File: src/rtl/alu_cb_seq_if.sv
// Handshake/bus bundle between the CB sequencer and its
// surroundings: request, memory port, ALU port, writeback.
interface alu_cb_seq_if;
  logic       req;
  logic [7:0] cb_op;
  logic [3:0] f_in;
  logic [7:0] bus_in;
  logic       mem_valid;
  logic       mem_ack;
  logic [7:0] alu_result;
  logic       alu_carry;
  logic       busy;
  logic [7:0] alu_op;
  logic       alu_ld;
  logic       alu_oe_res;
  logic [2:0] alu_sh;
  logic       alu_ci;
  logic       mem_rd;
  logic       mem_we;
  logic [7:0] mem_wdata;
  logic       done;
  logic       wb_en;
  logic [7:0] result_out;
  logic [3:0] flags_out;

  modport slave (
    input  req, cb_op, f_in, bus_in,
    input  mem_valid, mem_ack,
    input  alu_result, alu_carry,
    output busy, alu_op, alu_ld,
    output alu_oe_res, alu_sh, alu_ci,
    output mem_rd, mem_we, mem_wdata,
    output done, wb_en,
    output result_out, flags_out
  );

  modport master (
    output req, cb_op, f_in, bus_in,
    output mem_valid, mem_ack,
    output alu_result, alu_carry,
    input  busy, alu_op, alu_ld,
    input  alu_oe_res, alu_sh, alu_ci,
    input  mem_rd, mem_we, mem_wdata,
    input  done, wb_en,
    input  result_out, flags_out
  );
endinterface

File: src/rtl/alu_cb_seq.sv
// SM83 CB-prefix sequencer: operand fetch, ALU shift drive,
// internal BIT/RES/SET, memory writeback and flag result.
module alu_cb_seq (
  input  logic         clk,
  input  logic         reset,
  alu_cb_seq_if.slave  sb
);

  typedef enum logic [2:0] {
    IDLE, MRD, LOAD, EXEC, MWR, DONE
  } state_t;

  state_t     r_state, w_nxt;
  logic [7:0] r_op;
  logic [3:0] r_f;
  logic [7:0] r_opnd;
  logic [7:0] r_res;
  logic [3:0] r_flg;
  logic [7:0] r_result;
  logic [3:0] r_flags;

  logic [1:0] w_row;
  logic [2:0] w_n;
  logic       w_hl;
  logic       w_bit;
  logic [7:0] w_mask;
  logic [7:0] w_res;
  logic [3:0] w_flg;

  assign w_row  = r_op[7:6];
  assign w_n    = r_op[5:3];
  assign w_hl   = (r_op[2:0] == 3'd6);
  assign w_bit  = (w_row == 2'd1);
  assign w_mask = 8'h01 << w_n;

  always_comb begin
    w_res = r_opnd;
    w_flg = r_f;
    unique case (w_row)
      2'd0: begin
        w_res = sb.alu_result;
        // SWAP never produces a carry, whatever the ALU reports
        w_flg = {sb.alu_result == 8'h00, 2'b00,
                 (w_n == 3'd6) ? 1'b0 : sb.alu_carry};
      end
      2'd1: w_flg = {~r_opnd[w_n], 1'b0, 1'b1, r_f[0]};
      2'd2: w_res = r_opnd & ~w_mask;
      default: w_res = r_opnd | w_mask;
    endcase
  end

  always_comb begin
    w_nxt = r_state;
    unique case (r_state)
      IDLE:
        if (sb.req)
          w_nxt = (sb.cb_op[2:0] == 3'd6) ? MRD : LOAD;
      MRD:  if (sb.mem_valid) w_nxt = LOAD;
      LOAD: w_nxt = EXEC;
      EXEC: w_nxt = (w_hl && !w_bit) ? MWR : DONE;
      MWR:  if (sb.mem_ack) w_nxt = DONE;
      default: w_nxt = IDLE;
    endcase
  end

  always_ff @(posedge clk or posedge reset) begin
    if (reset) begin
      r_state  <= IDLE;
      r_op     <= 8'h00;
      r_f      <= 4'h0;
      r_opnd   <= 8'h00;
      r_res    <= 8'h00;
      r_flg    <= 4'h0;
      r_result <= 8'h00;
      r_flags  <= 4'h0;
    end else begin
      r_state <= w_nxt;
      if (r_state == IDLE && sb.req) begin
        r_op <= sb.cb_op;
        r_f  <= sb.f_in;
        if (sb.cb_op[2:0] != 3'd6)
          r_opnd <= sb.bus_in;
      end
      if (r_state == MRD && sb.mem_valid)
        r_opnd <= sb.bus_in;
      if (r_state == EXEC) begin
        r_res <= w_res;
        r_flg <= w_flg;
      end
      if (w_nxt == DONE && r_state != DONE) begin
        r_result <= (r_state == EXEC) ? w_res : r_res;
        r_flags  <= (r_state == EXEC) ? w_flg : r_flg;
      end
    end
  end

  assign sb.busy       = (r_state != IDLE);
  assign sb.alu_ld     = (r_state == LOAD) && (w_row == 2'd0);
  assign sb.alu_oe_res = (r_state == EXEC) && (w_row == 2'd0);
  assign sb.mem_rd     = (r_state == MRD);
  assign sb.mem_we     = (r_state == MWR);
  assign sb.done       = (r_state == DONE);
  assign sb.wb_en      = (r_state == DONE) && !w_hl && !w_bit;
  assign sb.alu_op     = r_opnd;
  assign sb.alu_sh     = w_n;
  assign sb.alu_ci     = (w_row == 2'd0) &&
                         (w_n == 3'd2 || w_n == 3'd3) && r_f[0];
  assign sb.mem_wdata  = r_res;
  assign sb.result_out = r_result;
  assign sb.flags_out  = r_flags;

endmodule

File: src/flat_wrapper.sv
// flat-port wrapper written by rule: the top's interface ports become plain ports
module alu_cb_seq_flat 
  (clk, reset, sb_req, sb_cb_op, sb_f_in, sb_bus_in, sb_mem_valid, sb_mem_ack, sb_alu_result, sb_alu_carry, sb_busy, sb_alu_op, sb_alu_ld, sb_alu_oe_res, sb_alu_sh, sb_alu_ci, sb_mem_rd, sb_mem_we, sb_mem_wdata, sb_done, sb_wb_en, sb_result_out, sb_flags_out);
  alu_cb_seq_if sb_i ();
  input  logic clk;
  input  logic reset;
  input wire logic [$bits(sb_i.req)-1:0] sb_req;
  input wire logic [$bits(sb_i.cb_op)-1:0] sb_cb_op;
  input wire logic [$bits(sb_i.f_in)-1:0] sb_f_in;
  input wire logic [$bits(sb_i.bus_in)-1:0] sb_bus_in;
  input wire logic [$bits(sb_i.mem_valid)-1:0] sb_mem_valid;
  input wire logic [$bits(sb_i.mem_ack)-1:0] sb_mem_ack;
  input wire logic [$bits(sb_i.alu_result)-1:0] sb_alu_result;
  input wire logic [$bits(sb_i.alu_carry)-1:0] sb_alu_carry;
  output wire logic [$bits(sb_i.busy)-1:0] sb_busy;
  output wire logic [$bits(sb_i.alu_op)-1:0] sb_alu_op;
  output wire logic [$bits(sb_i.alu_ld)-1:0] sb_alu_ld;
  output wire logic [$bits(sb_i.alu_oe_res)-1:0] sb_alu_oe_res;
  output wire logic [$bits(sb_i.alu_sh)-1:0] sb_alu_sh;
  output wire logic [$bits(sb_i.alu_ci)-1:0] sb_alu_ci;
  output wire logic [$bits(sb_i.mem_rd)-1:0] sb_mem_rd;
  output wire logic [$bits(sb_i.mem_we)-1:0] sb_mem_we;
  output wire logic [$bits(sb_i.mem_wdata)-1:0] sb_mem_wdata;
  output wire logic [$bits(sb_i.done)-1:0] sb_done;
  output wire logic [$bits(sb_i.wb_en)-1:0] sb_wb_en;
  output wire logic [$bits(sb_i.result_out)-1:0] sb_result_out;
  output wire logic [$bits(sb_i.flags_out)-1:0] sb_flags_out;
  assign sb_i.req = sb_req;
  assign sb_i.cb_op = sb_cb_op;
  assign sb_i.f_in = sb_f_in;
  assign sb_i.bus_in = sb_bus_in;
  assign sb_i.mem_valid = sb_mem_valid;
  assign sb_i.mem_ack = sb_mem_ack;
  assign sb_i.alu_result = sb_alu_result;
  assign sb_i.alu_carry = sb_alu_carry;
  assign sb_busy = sb_i.busy;
  assign sb_alu_op = sb_i.alu_op;
  assign sb_alu_ld = sb_i.alu_ld;
  assign sb_alu_oe_res = sb_i.alu_oe_res;
  assign sb_alu_sh = sb_i.alu_sh;
  assign sb_alu_ci = sb_i.alu_ci;
  assign sb_mem_rd = sb_i.mem_rd;
  assign sb_mem_we = sb_i.mem_we;
  assign sb_mem_wdata = sb_i.mem_wdata;
  assign sb_done = sb_i.done;
  assign sb_wb_en = sb_i.wb_en;
  assign sb_result_out = sb_i.result_out;
  assign sb_flags_out = sb_i.flags_out;
  alu_cb_seq u_core (.clk(clk), .reset(reset), .sb(sb_i));
endmodule
File: config.mk
export PLATFORM = sky130hd
export DESIGN_NAME = alu_cb_seq_flat
export DESIGN_NICKNAME = d
export VERILOG_FILES = /design/src/rtl/alu_cb_seq_if.sv /design/src/rtl/alu_cb_seq.sv /design/src/flat_wrapper.sv
export SDC_FILE = /design/constraint.sdc
export NUM_CORES = 1
export LEC_CHECK = 0
export ABC_AREA = 1
export CAP_MARGIN = 20
export CORE_MARGIN = 5
export CORE_UTILIZATION = 47
export DETAILED_ROUTE_END_ITERATION = 7
export GPL_TIMING_DRIVEN = 1
export PLACE_DENSITY = 0.8
export SYNTH_ARGS = -nofsm -noshare
export SYNTH_HDL_FRONTEND = slang
export SYNTH_SLANG_ARGS = --single-unit
File: constraint.sdc
create_clock -name clk -period 1.7 [get_ports clk]
set_input_delay 0.255 -clock clk [delete_from_list [all_inputs] [get_ports clk]]
set_output_delay 0.255 -clock clk [all_outputs]
set_load 0.05 [all_outputs]
Yosys cells after proc, flatten, opt, wreduce, memory -nomap -nowiden
Index checks and enable logic that the tools add are counted.
{"block": "word_totals", "regBits": 47, "inputBits": 34}
{"block": "classes", "magnitude_cmp": 1, "reduce_logical": 20, "mux": 16, "bitwise": 4, "n_shift": 1, "eq_ne": 15}
{"operator": "8-bit two-way mux", "n": 4}
{"operator": "8-bit case mux with 3 select lines", "n": 1}
{"operator": "3-bit equality test, second input constant", "n": 6}
{"operator": "3-bit case mux with 5 select lines", "n": 1}
{"operator": "3-bit by 2-bit equality test with 1-bit output, second input constant", "n": 4}
{"operator": "1-bit logical AND", "n": 10}
{"operator": "3-bit two-way mux", "n": 3}
{"operator": "8-bit AND", "n": 1}
{"operator": "8-bit logical NOT", "n": 1}
{"operator": "8-bit inverter", "n": 1}
{"operator": "8-bit bitwise OR", "n": 1}
{"operator": "4-bit case mux with 2 select lines", "n": 1}
{"operator": "1-bit by 3-bit left shift with 8-bit output, first input constant", "n": 1}
{"operator": "3-bit != test, second input constant", "n": 2}
{"operator": "3-bit by 4-bit < comparator with 1-bit output, second input constant", "n": 1}
{"operator": "4-bit two-way mux", "n": 1}
{"operator": "2-bit nonzero test", "n": 2}
{"operator": "1-bit binary-select mux with 3-bit select", "n": 1}
{"operator": "3-bit by 1-bit equality test with 1-bit output, second input constant", "n": 1}
{"operator": "3-bit logical NOT", "n": 1}
{"operator": "1-bit two-way mux", "n": 3}
{"operator": "3-bit nonzero test", "n": 1}
{"operator": "2-bit by 1-bit equality test with 1-bit output, second input constant", "n": 1}
{"operator": "2-bit equality test, second input constant", "n": 1}
{"operator": "6 further kinds", "n": 7}

Depth between registers and ports, before layout
{"block": "logic_depth", "depth_word": 7, "mapped_depth": 11, "ltp_nobuf": 10}

Worst setup path after synthesis
No wires, ideal clock.
{"block": "synth_path", "path_type": "reg-to-output", "startpoint": "register u_core.r_state[1]", "endpoint": "output port sb_wb_en", "arrival_time_ps": 2817, "n_path_buf": 0, "stages_incl_launch_ff": 3, "setup_slack_ps": -1372, "path_cell_list": "dfrtp_1 -> nor3_1 -> nor3b_1"}
{"block": "synth_between", "elab_chain_len": 3}
{"element": "from (decl)", "line_no": "alu_cb_seq.sv:13", "source": "state_t r_state, w_nxt;"}
{"element": "from (signal assigned)", "line_no": "alu_cb_seq.sv:77", "source": "r_state <= w_nxt;"}
{"element": "3-bit equality test"}
{"element": "named net sb_done", "line_no": "flat_wrapper.sv:24", "source": "output wire logic [$bits(sb_i.done)-1:0] sb_done;"}
{"element": "1-bit logical AND (2 in a row)", "line_no": "alu_cb_seq.sv:103", "source": "assign sb.wb_en = (r_state == DONE) && !w_hl && !w_bit;"}
{"element": "to (decl)", "line_no": "flat_wrapper.sv:25", "source": "output wire logic [$bits(sb_i.wb_en)-1:0] sb_wb_en;"}
The timed path passes the listed nets, and every way through them passes these cells.

Worst setup path after layout
{"block": "layout_path", "startpoint": "register u_core.r_state[1]", "endpoint": "output port sb_wb_en"}
{"block": "layout_between", "elab_chain_len": 3}
{"element": "3-bit equality test", "line_no": "alu_cb_seq.sv:103"}
{"element": "1-bit logical AND (2 in a row)", "line_no": "alu_cb_seq.sv:103"}
No other way between the ends.

==> flow_summary_export.csv <==
group,metric,value,unit
status,status,"finished clean",
hold_path,hold_class,"in2async",
critical_path,critPathCaptureType,"output port",
power,finalPower,0.007553,W
timing,worstMarginPinSlew,399.7,ps
critical_path,timing.rr.start,"u_core.r_state[1]",
power,irDropWorstVdd,1.072,mV
floorplanning,num_rows,26,
logic_synthesis,yosysSeqAreaShare,48.08,%
cells_and_area,drive_above_1_share,26.17,%
logic_synthesis,ys_top_cells_by_count,"123 x nand2_1, 47 x dfrtp_1, 22 x nor2_1",
cells_and_area,fin_nets,420,
critical_path,reg2reg_depth,8,
clocking,clock_latency,300,ps
routing,firstDrtPassIters,4,
floorplanning,start_util,48.20,%
critical_path,r2r-end,"u_core.sb.result_out[6]",
logic_synthesis,ys_ff_latch,47,
timing,fmax,610.7,MHz
routing,avgRoutedWirePerCell,13.91,um
clocking,cts_buffer_depth,2,
floorplanning,die_x,82.14,um
grt,met3_usage,5.423,%
critical_path,cp-startpoint,"u_core.r_state[1]",
logic_synthesis,synth_cells,309,
critical_path,setup.worst_path.end,"sb_wb_en",
logic_synthesis,yosysMostFrequentCell,"nand2_1",
logic_synthesis,syn_nets,343,
logic_synthesis,ys.flop_type,"dfrtp_1",
routing,vias,2285,
critical_path,critPathKind,"reg2out",
critical_path,r2r_slack,160,ps
grt,grt_max_degree,31,
clocking,cts_hold_buf,0,
clocking,tritoncts,"built",
timing,finalCritPeriodShare,96.32,%
placement,place_area,3286,um2
timing,grt_setup_unrepaired,"true",
grt,grt_pass1_wl,10130,um
logic_synthesis,synth_top_area_share,48.08,%
clocking,cts.clk_slew.worst_paths,90,ps
placement,hpwl,4985,um
cells_and_area,final_area,3401,um2
grt,grt_pass1_vias,2176,
critical_path,arrival,1380,ps
floorplanning,die_area,6747,um2
floorplanning,ios,73,
power,leakage,1.672,nW
clocking,cts_root_buf,"clkbuf_8",
logic_synthesis,synth_edf_count,0,
timing,post-route-min-period,1637,ps
routing,viasPerCell,5.011,
floorplanning,die_h,82.14,um
floorplanning,core-area,5075,um2
timing,hold_viol,0,
logic_synthesis,yosysUniqueCellTypes,31,
logic_synthesis,synth_area_leaders,"dfrtp_1 48%, nand2_1 19%, nand3_1 4.3%, a21oi_2 3.6%, nor2_1 3.4%",
logic_synthesis,yosysTopAreaCell,"dfrtp_1",
timing,relSlewSlack,73.31,%
placement,gp_congestion,0.9059,
flow_run,cap_viol_max_count,0,
grt,grt_overflow,0,
grt,grtUsageTotal,20.07,%
logic_synthesis,synth_area,2446,um2
critical_path,setup.worst_path.start_class,"register",
grt,use_met2,33.04,%
timing,slew_viol_final,0,
logic_synthesis,synthArstFlopShare,100.0,%
routing,drc,0,
routing,drt-total-wl,6341,um
grt,antenna_found_initial,0,
power,pwr_density_cell,2221,nW/um2
cells_and_area,area_growth_syn_to_layout,39.03,%
clocking,htreeDepth,2,
critical_path,worstPathMaxFanout,5,
logic_synthesis,avgSynthCellArea,7.916,um2
routing,postRouteAntennaNets,0,
logic_synthesis,ys_warn_count,0,
placement,port_buffers,72,
timing,fin_skew,4.786,ps
grt,grt.busiest_layer,"met2",
critical_path,crit_required,1440,ps
timing,setup_violations,0,
cells_and_area,n_antenna_cell,0,
clocking,cts.sinks,47,
grt,gr-usage-met1,25.51,%
routing,drtIter0Drc,136,
clocking,numCtsBuffers,5,
registers in the layout, summed over array words and instances (netlist names):
register	flops
u_core.r_f	4
u_core.r_flg	4
u_core.r_op	8
u_core.r_state	3
u_core.sb.alu_op	8
u_core.sb.flags_out	4
u_core.sb.mem_wdata	8
u_core.sb.result_out	8
how the worst min path moves through the flow:
stage                        from                 endpoint  slack, ps
global placement    u_core.r_f[3]            u_core.r_f[3]        460
floorplan              sb_f_in[0]            u_core.r_f[0]        360
detailed placement  u_core.r_f[2]            u_core.r_f[2]        470
CTS                         reset   u_core.sb.flags_out[3]        260
finish                      reset  u_core.sb.result_out[1]        250
global route                reset   u_core.sb.flags_out[3]        290
report_power, final:
part / internal, W / switching (W) / total, W
logic: 0.00162 / 0.00315 / 0.00477
registers: 0.00165 / 0.000479 / 0.00213
clock network: 0.000281 / 0.000368 / 0.000649
layout make-up:
| class | instances | area [um2] |
|---|---|---|
| fillers | 412 | 1674 |
| clock buffers | 5 | 68.82 |
| repair buffers | 82 | 835.8 |
| well taps | 70 | 87.58 |
| multi-input cells | 225 | 1120 |
| inverters | 25 | 96.34 |
| clock inverters | 2 | 13.76 |
| flip-flops and latches | 47 | 1179 |
critical path, cell delays in order, from the launching register on:
cell and delay, ps:
dfrtp_2 470, nor3_4 200, nor3b_4 250, buf_12 170
kinds of logic (layout without fill, tap and decap cells):
kind of cell	after synthesis	in the layout	share of synthesized area [%]
simple gates	181	181	31.82
flops	47	47	48.08
compound gates	44	44	12.17
buf+inv	37	114	7.928
timing repair:
item	4_1_cts	5_1_grt
buffers inserted	2	1
hold endpoints to repair	0	0
endpoints found under the setup margin	2	3
gates resized for setup	3	2
pin swaps	1	0
stage by stage:
step	std cells	utilization (%)	TNS, ps	hold WS (ps)	worst slack, ps
3_5_place_dp	446	64.74	0	467.6	96.25
5_1_grt	456	67.01	-34.13	286.7	-20.01
6_report	456	67.01	0	251.4	62.64
4_1_cts	455	66.77	0	256.6	52.03
3_3_place_gp	446	64.74	0	462.6	130.5
2_1_floorplan	309	-	-115.4	364.6	-115.4
routing by layer:
layer	vias up	share of wire [%]
met5	-	0
met4	0	2.3
met3	12	7.8
met2	93	47
met1	1042	43
li1	1138	-
cells in the final DEF, fill, tap and decap left out, types with 9 or more instances in the layout:
master and n:
nand2_1 123, dfrtp_1 45, buf_4 38, clkdlybuf4s50_1 33, nand3_1 21, nor2_1 18
inv_2 13, inv_1 11, buf_12 11, a21oi_2 10, a21oi_1 9
(Power assumes the default switching activity.)
